File: config.mk
export PLATFORM = sky130hd
export DESIGN_NAME = somador_sequencial
export DESIGN_NICKNAME = d
export VERILOG_FILES = /design/src/rtl/somador_sequencial.sv
export SDC_FILE = /design/constraint.sdc
export NUM_CORES = 1
export LEC_CHECK = 0
export CAP_MARGIN = 10
export CORE_MARGIN = 3
export CORE_UTILIZATION = 46
export CTS_CLUSTER_DIAMETER = 60
export DETAILED_ROUTE_END_ITERATION = 6
export GPL_ROUTABILITY_DRIVEN = 1
export PLACE_DENSITY_LB_ADDON = 0.1
export SYNTH_ARGS = -nofsm -noshare
export SYNTH_HDL_FRONTEND = slang
export SYNTH_SLANG_ARGS = --single-unit
File: constraint.sdc
create_clock -name CLK -period 2.1 [get_ports CLK]
set_clock_uncertainty 0.05 [all_clocks]
set_input_delay 0.315 -clock CLK [delete_from_list [all_inputs] [get_ports CLK]]
set_output_delay 0.315 -clock CLK [all_outputs]
set_load 0.02 [all_outputs]
File: src/rtl/somador_sequencial.sv
// =============================================================================
// somador_sequencial
// -----------------------------------------------------------------------------
// Digit-serial two's-complement adder/subtractor. A WIDTH-bit operation is
// carried out DIGIT bits per clock, least significant slice first, so the
// combinational carry chain is only DIGIT bits long. The carry chain across
// the whole operation is identical to a WIDTH-bit ripple adder with carry-in
// C0.
//
// Optional feature (compile-time macro SOMADOR_ACUM_EN):
//   When defined, an extra input ACUM selects the previous result
//   SOMA[WIDTH-1:0] as operand A, turning the block into an accumulator
//   (SOMA <- SOMA +/- B). When undefined, A always comes from the A port.
//
// Parameters:
//   WIDTH       operand width in bits, must be a multiple of DIGIT
//   DIGIT       bits processed per clock, 1 <= DIGIT <= WIDTH
//
// Ports:
//   CLK         clock, all state changes on the rising edge
//   RST         synchronous active-high reset
//   START       request a new operation (only looked at while idle)
//   A, B        operands, sampled on the accepting edge
//   C0          0 = A+B, 1 = A-B (B inverted, carry-in 1)
//   ACUM        (SOMADOR_ACUM_EN only) 1 = use previous SOMA as operand A
//   BUSY        high while an operation is in progress
//   DONE        one-cycle pulse, SOMA/OVF just updated
//   SOMA        {carry-out, result}; for subtraction carry-out 1 = no borrow
//   OVF         signed overflow of the last result
//   dbg_state_o current FSM state (0 = IDLE, 1 = CALC)
//
// Handshake: START is sampled on every rising edge while the block is idle
// (BUSY=0); the edge that sees START=1 accepts the operation and also samples
// A, B, C0 (and ACUM). START while BUSY=1 is ignored and never queued.
// Exactly N = WIDTH/DIGIT edges later the result is written and DONE is high
// for the following cycle only; START held high during that DONE cycle is
// accepted on the next edge.
// =============================================================================
module somador_sequencial #(
   parameter int WIDTH = 16,
   parameter int DIGIT = 4
) (
   input  logic             CLK,
   input  logic             RST,
   input  logic             START,
   input  logic [WIDTH-1:0] A,
   input  logic [WIDTH-1:0] B,
   input  logic             C0,
`ifdef SOMADOR_ACUM_EN
   input  logic             ACUM,
`endif
   output logic             BUSY,
   output logic             DONE,
   output logic [WIDTH:0]   SOMA,
   output logic             OVF,
   output logic             dbg_state_o
);

   // Number of slices per operation and counter width (at least one bit so
   // the DIGIT == WIDTH case still has a legal vector).
   localparam int N  = WIDTH / DIGIT;
   localparam int CW = (N > 1) ? $clog2(N) : 1;

   localparam logic [0:0]    ST_IDLE  = 1'b0;
   localparam logic [0:0]    ST_CALC  = 1'b1;
   localparam logic [CW-1:0] LAST_CNT = CW'(N - 1);

   // -------------------------------------------------------------------------
   // State
   // -------------------------------------------------------------------------
   logic [0:0]       state_q, state_d;
   logic [CW-1:0]    cnt_q,   cnt_d;
   logic [WIDTH-1:0] a_q,     a_d;      // operand A, shifted right per slice
   logic [WIDTH-1:0] b_q,     b_d;      // operand B (already inverted for sub)
   logic [WIDTH-1:0] res_q,   res_d;    // result, filled from the top down
   logic             carry_q, carry_d;  // running carry between slices
   logic [WIDTH:0]   soma_q,  soma_d;
   logic             ovf_q,   ovf_d;
   logic             done_q,  done_d;

   // -------------------------------------------------------------------------
   // Operand A source
   // -------------------------------------------------------------------------
   logic [WIDTH-1:0] op_a;

`ifdef SOMADOR_ACUM_EN
   assign op_a = ACUM ? soma_q[WIDTH-1:0] : A;
`else
   assign op_a = A;
`endif

   // -------------------------------------------------------------------------
   // One DIGIT-bit ripple slice on the low bits of the operand registers.
   // slice_cmsb is the carry into the top bit of the slice; on the last slice
   // that is the carry into the MSB of the whole word, which together with
   // the carry-out gives signed overflow.
   // -------------------------------------------------------------------------
   logic [DIGIT-1:0] slice_sum;
   logic             slice_cout;
   logic             slice_cmsb;

   always_comb begin
      logic c;
      c          = carry_q;
      slice_sum  = '0;
      slice_cmsb = carry_q;
      for (int i = 0; i < DIGIT; i++) begin
         slice_cmsb   = c;
         slice_sum[i] = a_q[i] ^ b_q[i] ^ c;
         c            = (a_q[i] & b_q[i]) | (c & (a_q[i] ^ b_q[i]));
      end
      slice_cout = c;
   end

   // The new slice enters the result register at the top; after N slices the
   // first one has travelled down to bit 0.
   logic [WIDTH-1:0] slice_ext;
   assign slice_ext = WIDTH'(slice_sum);

   // -------------------------------------------------------------------------
   // Next-state logic
   // -------------------------------------------------------------------------
   always_comb begin
      state_d = state_q;
      cnt_d   = cnt_q;
      a_d     = a_q;
      b_d     = b_q;
      res_d   = res_q;
      carry_d = carry_q;
      soma_d  = soma_q;
      ovf_d   = ovf_q;
      done_d  = 1'b0;

      case (state_q)
         ST_IDLE: begin
            if (START) begin
               a_d     = op_a;
               b_d     = B ^ {WIDTH{C0}};
               carry_d = C0;
               cnt_d   = '0;
               res_d   = '0;
               state_d = ST_CALC;
            end
         end

         ST_CALC: begin
            a_d     = a_q >> DIGIT;
            b_d     = b_q >> DIGIT;
            res_d   = (res_q >> DIGIT) | (slice_ext << (WIDTH - DIGIT));
            carry_d = slice_cout;
            cnt_d   = cnt_q + 1'b1;
            if (cnt_q == LAST_CNT) begin
               // Final slice: publish the full word on this same edge.
               soma_d  = {slice_cout, res_d};
               ovf_d   = slice_cmsb ^ slice_cout;
               done_d  = 1'b1;
               cnt_d   = '0;
               state_d = ST_IDLE;
            end
         end

         default: begin
            state_d = ST_IDLE;
         end
      endcase
   end

   // -------------------------------------------------------------------------
   // Registers. Reset aborts any operation in flight without a DONE pulse.
   // -------------------------------------------------------------------------
   always_ff @(posedge CLK) begin
      if (RST) begin
         state_q <= ST_IDLE;
         cnt_q   <= '0;
         a_q     <= '0;
         b_q     <= '0;
         res_q   <= '0;
         carry_q <= 1'b0;
         soma_q  <= '0;
         ovf_q   <= 1'b0;
         done_q  <= 1'b0;
      end else begin
         state_q <= state_d;
         cnt_q   <= cnt_d;
         a_q     <= a_d;
         b_q     <= b_d;
         res_q   <= res_d;
         carry_q <= carry_d;
         soma_q  <= soma_d;
         ovf_q   <= ovf_d;
         done_q  <= done_d;
      end
   end

   // -------------------------------------------------------------------------
   // Outputs
   // -------------------------------------------------------------------------
   assign BUSY        = (state_q == ST_CALC);
   assign DONE        = done_q;
   assign SOMA        = soma_q;
   assign OVF         = ovf_q;
   assign dbg_state_o = state_q[0];

endmodule

==> results of run 1 <==
## how the worst min path moves through the flow
stage | end | startpoint | cells past startpoint | slack (ns)
floorplan | SOMA[0] | res_q[4] | 1 | 0.38
global placement | SOMA[3] | res_q[7] | 1 | 0.40
detailed placement | SOMA[2] | res_q[6] | 1 | 0.40
CTS | BUSY | START | 2 | 0.28
global route | BUSY | START | 2 | 0.29
finish | BUSY | START | 2 | 0.29
## repair_timing
item	4_1_cts	5_1_grt
pin swaps	1	1
cloned	0	0
endpoints found under the setup margin	5	5
buffers inserted	1	0
gates resized for setup	5	6
## worst max-delay path, stage by stage (launching register included)
cell	delay [ns]
dfxtp_2	0.32
inv_2	0.06
fa_2	0.20
inv_2	0.04
fa_2	0.34
fa_2	0.35
inv_2	0.07
fa_2	0.43
nand2b_4	0.15
a21oi_2	0.10
## final cells by class
type                    instances  area, µm²  share of cell area (%)
multi-input cells             178       1400                    37.2
flip-flops and latches         67       1340                    35.8
repair buffers                 66        651                    17.3
clock buffers                   9        124                    3.30
clock inverters                 7        116                    3.10
well taps                      75       93.8                    2.50
inverters                       9       33.8                   0.899
## power groups by stage
stage	registers, mW	logic [mW]	clock network [mW]
6_report	1.37	0.351	1.28
4_1_cts	1.37	0.347	1.31
2_1_floorplan	1.39	0.235	0
3_3_place_gp	1.40	0.334	0
5_1_grt	1.38	0.385	1.37
3_5_place_dp	1.40	0.341	0
## routing by layer
metal | global-route usage (%) | vias to the layer above | part of all wire (%)
met3 | 6.82 | 10 | 4.5
met1 | 19.9 | 1006 | 43
met4 | 7.05 | 0 | 1.8
li1 | - | 1104 | -
met2 | 29.1 | 47 | 51
met5 | 0 | - | 0
## logic make-up after synthesis
kind of cell | count (synthesis) | share of synthesized area, %
XOR/XNOR | 17 | 5.07
flip-flops | 67 | 45.7
adder cells (fa/ha/maj) | 5 | 3.15
AO/OA/AOI/OAI | 64 | 16.4
AND/OR/NAND/NOR | 75 | 16.3
multiplexers | 17 | 5.79
buffers and inverters | 37 | 7.63
## state kept, by name, indices dropped and copies added, names as in the netlist
register  cells
BUSY          1
DONE          1
OVF           1
SOMA         17
a_q          16
b_q          16
carry_q       1
cnt_q         2
res_q        12
## Yosys cell counts
cell type,instances,area share (%)
a211oi_1,16,4.1
a21o_1,1,0.26
a21oi_1,15,2.6
a21oi_2,1,0.30
a22o_1,15,4.5
buf_2,11,1.9
buf_4,5,1.3
buf_6,7,2.7
clkbuf_1,5,0.64
dfxtp_1,67,46
fa_1,4,2.7
ha_1,1,0.43
inv_1,9,1.2
mux2i_1,17,5.8
nand2_1,23,2.9
nand2b_1,3,0.64
nand3b_1,1,0.26
nor2_1,8,1.0
nor2b_1,12,2.6
o21a_1,1,0.26
o221ai_1,12,3.6
o2bb2ai_1,3,0.89
or2_2,1,0.21
or3b_1,14,4.2
or3b_4,1,0.38
or4b_1,12,4.1
xnor2_1,17,5.1
==> key figures, run 1 <==
Die
  • Die span in x: 85.9 µm
  • Full die area: between 7000 and 8000 µm²
  • # rows: 28
  • Core Area: about 6000 µm²
  • Starting Density: 48.5%
  • Die H: 85.9 µm
  • Ports: 57

Layout
  • NumNets Final: 372
  • Post-route insts no fill: 411
  • Share of layout cells above drive strength 1: 13.1%
  • Area growth, synth to finish: 28.0%
  • Most frequent cells in the layout: dfxtp_1 (65), clkdlybuf4s50_1 (54), nand2_1 (23), mux2i_1 (17), xnor2_1 (17)
  • Finished Core Util: 62.0%
  • Most common cell after layout, fill and taps aside: dfxtp_1
  • Final instance area: 3760 µm²
  • Fillcell total: 541
  • Antenna diodes: 0

Clock network
  • Root buffer cell: clkbuf_8
  • Latest clock arrival within the worst-skew pair: 0.34 ns
  • Clk pin slew, worst setup/hold paths: around 0.07 ns
  • Cts hold-fix bufs: 0
  • Total CTS buffers: 9
  • Clock sink count: 67
  • CTS Buffer Depth: 2
  • TritonCTS clock tree: done
  • CTS H-tree lvls: 3

Logic synthesis
  • Syn Area/Cell: 10.4 µm²
  • Mapped Nets: 323
  • Post-synthesis register bit count: 67
  • Post-synth cell types: 27
  • Yosys warning count: 0
  • Sequential fraction of the synthesis area: 45.7%
  • Synth Instances: 282
  • Mapped cell area: 2940 µm²

Drt
  • Vias per std cell: 5.27
  • Routed WL per cell: 14.6 µm
  • DR pass1 iterations: 4
  • Vias: 2167
  • DR iter-0 viols: 45
  • Wirelength, routed: around 6000 µm
  • DRC: 0
  • Detail Route Antenna Nets: 0

Global routing
  • Total GRT Usage: between 15 and 20%
  • First-pass GRT wire length: 9890 µm
  • Vias in the first global route: 2102
  • Global route total overflow: 0
  • Pin count of the biggest net entering global routing: 44
  • Antenna violations before repair: 0

Min path
  • Min-delay worst type: input port to register

STA
  • Final Slew Violations: 0
  • Fmax: 0.461 GHz
  • Tcrit/Tclk final: 103%
  • Relative slew slack: around two thirds
  • Least-Margin Pin Slew: around 0.50 ns
  • Final setup fails: 1
  • Worst hold slack: 0.292 ns
  • Tmin final: 2.17 ns
  • RSZ-0062 raised after global routing: yes
  • Total negative slack: -0.0701 ns
  • Hold Fails Final Rpt: 0
  • Setup ws final: -0.0701 ns

Power and ir drop
  • Internal power: 2.31 mW
  • Pwr Total: 3.00 mW
  • Pleak: 1.37 nW
  • Logic pwr share: between 10% and 20%
  • NetSw: between 0.6 and 0.7 mW
  • Flop pwr share: a little under half
  • Pwr dens: between 700 and 800 nW/µm²
  • Clock share of power: 42.6%
  • Worst vdd ir: 476 µV
  • Net Sw Frac: 23.1%

Worst setup path
  • R2R Setup Slk: -0.07 ns
  • WS Path Type: register to register
  • Setup crit end: res_q[15]
  • R2R cell count: 9
  • Crit path arrival time: about 2.4 ns
  • Reg-to-reg endpoint: res_q[15]
  • Req. time, crit path: between 2 and 2.5 ns
  • Worst setup EP type: register
  • Worst reg2reg path startpoint: a_q[0]
  • Crit path from: a_q[0]
  • CP max FO: 2
  • Startpoint types: register

Run
  • Max-cap violations: 0

Status
  • Failing checks: negative setup slack
  • Outcome: complete, but fails checks

Place
  • GP Congestion: around 0.80
  • Placed cell area: between 3000 and 4000 µm²
  • Count of buffers from port buffering: 56
  • Placed instance count: 394
  • Hpwl dp: between 4000 and 5000 µm
  • Setup WS pre-CTS: -0.107 ns
Note: power is estimated with default switching activity, not from simulation.
==> inputs of run 2 (changes only) <==
- CORE_MARGIN: 3 -> 2
==> run 2 against run 1 <==
  * The flow still finishes with violations (negative setup slack)
  * Combinational power shrank 4%
  * Register-to-register slack is essentially flat
  * Critical path type unchanged
  * Sequential power is essentially flat
  * Via count shrank 0.60%
  * Critical endpoint unchanged
  * Non-clock buffer count shrank 2
  * Worst setup slack lost 0.0095 ns
  * Core utilization shrank 3.0 points
  * Routed wire length shrank 3.2%
  * Die area shrank 4.6%
  * Final cell count is the same
  * Cell area shrank 1.4%
  * Count of clock-buffer cells in the layout is the same
==> key figures, run 2 (same netlist as run 1, synthesis figures left out) <==
Layout
  • Share of layout cells above drive strength 1: between 10% and 20%
  • Antenna diodes: 0
  • Post-route insts no fill: 411
  • Area growth, synth to finish: 26.2%
  • Most common cell after layout, fill and taps aside: dfxtp_1
  • Max reg flops: 17
  • Most frequent cells in the layout: dfxtp_1 (64), clkdlybuf4s50_1 (54), nand2_1 (23), mux2i_1 (17), xnor2_1 (17)
  • NumNets Final: 370
  • Fillcell total: 615

Worst setup path
  • Most used cell, CP: fa_2
  • Crit-path cells: inv_2 -> fa_2 -> inv_2 -> fa_2 -> fa_2 -> inv_2 -> fa_2 -> nand2b_4 -> a21oi_2
  • Crit path arrival time: 2.41 ns
  • CP max stage cell: fa_2
  • Worst reg2reg path startpoint: b_q[0]
  • Slowest stage delay, CP: 0.43 ns
  • WS Path Type: register to register
  • Crit-path leading delay family: adder cells
  • Worst setup EP type: register
  • R2R cell count: 9
  • Startpoint types: register
  • Reg-to-reg endpoint: res_q[15]
  • Buf/Inv on CP: 3
  • CP max FO: 2
  • Req. time, crit path: 2.33 ns
  • R2R Setup Slk: -0.08 ns

Clock network
  • Cts hold-fix bufs: 0
  • CTS Buffer Depth: 2
  • TritonCTS clock tree: done
  • CTS H-tree lvls: 3
  • Root buffer cell: clkbuf_8
  • Clock sink count: 67
  • Total CTS buffers: 9
  • Clk pin slew, worst setup/hold paths: around 0.070 ns
  • Latest clock arrival within the worst-skew pair: 0.35 ns
  • Post CTS Setup Buffer Count: 0

Drt
  • Detail Route Antenna Nets: 0
  • Routed WL per cell: roughly 14 µm
  • DR pass1 iterations: 4
  • DR iter-0 viols: 71
  • Vias per std cell: roughly 5.2
  • Wirelength, routed: 5790 µm
  • DRC: 0
  • Vias: between 2000 and 2500

Place
  • Count of buffers from port buffering: 56
  • Placed instance count: around 400
  • Hpwl dp: around 3700 µm
  • GP Congestion: 0.777

STA
  • Relative slew slack: 39.3%
  • Fmax: 0.459 GHz
  • Tcrit/Tclk final: 104%
  • Final setup fails: 1
  • Setup ws final: -0.0796 ns
  • Hold Fails Final Rpt: 0
  • Least-Margin Pin Slew: 0.910 ns
  • RSZ-0062 raised after global routing: yes
  • Tmin final: 2.18 ns
  • Final Slew Violations: 0

Die
  • Ports: 57
  • Full die area: just over 7000 µm²
  • Starting Density: 46.8%
  • Core Area: about 6300 µm²
  • Die H: around 84 µm
  • # rows: 29
  • Die span in x: 83.9 µm

Global routing
  • First-pass GRT wire length: 9830 µm
  • Antenna violations before repair: 0
  • Pin count of the biggest net entering global routing: 55
  • Global route total overflow: 0
  • Total GRT Usage: between 15 and 20%
  • Vias in the first global route: about 2000

Status
  • Outcome: complete, but fails checks
  • Failing checks: negative setup slack

Run
  • Max-cap violations: 0

Min path
  • Min-delay worst type: input port to register
  • Hold EP: res_q[13]
  • Min-Delay Startpoint: RST
  • Hold path cells: 2

Power and ir drop
  • Pleak: 1.34 nW
  • Pwr Total: 2.88 mW
  • Pwr dens: 777 nW/µm²
  • Worst vdd ir: 474 µV
-- run 2: what timing repair did --
item / 4_1_cts / 5_1_grt
gates resized for setup: 3 / 8
endpoints found under the setup margin: 3 / 5
pin swaps: 1 / 1
hold endpoints to repair: 0 / 0
-- run 2: per-layer routing --
metal / track usage (%) / up-vias / wire [µm] / share of wire [%]
li1: - / 1111 / - / -
met1: 22.8 / 991 / 2690 / 46
met2: 27.4 / 42 / 2800 / 48
met3: 5.74 / 10 / 236 / 4.1
met4: 5.28 / 0 / 67 / 1.2
met5: 0 / - / 0 / 0
-- run 2: worst register-to-register path: stages (launching register included) --
cell	delay (ns)
dfxtp_2	0.33
inv_2	0.05
fa_2	0.19
inv_2	0.04
fa_2	0.33
fa_2	0.35
inv_2	0.06
fa_2	0.43
nand2b_4	0.15
a21oi_2	0.14
-- run 2: worst max path at each step --
stage / depth (start not counted) / start / to / slack [ns]
5_1_grt: 9 / b_q[0] / res_q[15] / -0.16
2_1_floorplan: 9 / a_q[0] / OVF / -0.02
3_3_place_gp: 9 / a_q[0] / OVF / -0.08
3_5_place_dp: 9 / b_q[0] / res_q[15] / -0.11
6_report: 9 / b_q[0] / res_q[15] / -0.08
4_1_cts: 9 / b_q[0] / res_q[15] / -0.1
-- run 2: power by group --
part,leakage [nW],switching (mW),internal [mW]
Clock,0.101,0.503,0.663
Combinational,0.691,0.157,0.182
Sequential,0.548,0.0429,1.33
Total,1.34,0.703,2.18
-- run 2: layout make-up --
class | instances | area [µm²] | area share, %
Sequential cell | 67 | 1350 | 36.3
Multi-Input combinational cell | 178 | 1390 | 37.6
Tap cell | 77 | 96.3 | 2.60
Timing Repair Buffer | 64 | 623 | 16.8
Clock inverter | 7 | 92.6 | 2.50
Inverter | 9 | 33.8 | 0.911
Clock buffer | 9 | 124 | 3.34
-- run 2: per-stage QoR --
step / instance area, µm² / hold slack [ns] / TNS, ns / util (%) / setup WS [ns]
after floorplan: 2940 / 0.383 / -0.0394 / - / -0.0235
after global placement: 3470 / 0.400 / -0.147 / 55.3 / -0.0756
after detailed placement: 3470 / 0.401 / -0.222 / 55.3 / -0.105
after CTS: 3690 / 0.379 / -0.142 / 58.8 / -0.0967
after global routing: 3710 / 0.417 / -0.216 / 59.1 / -0.163
final: 3710 / 0.398 / -0.0796 / 59.1 / -0.0796
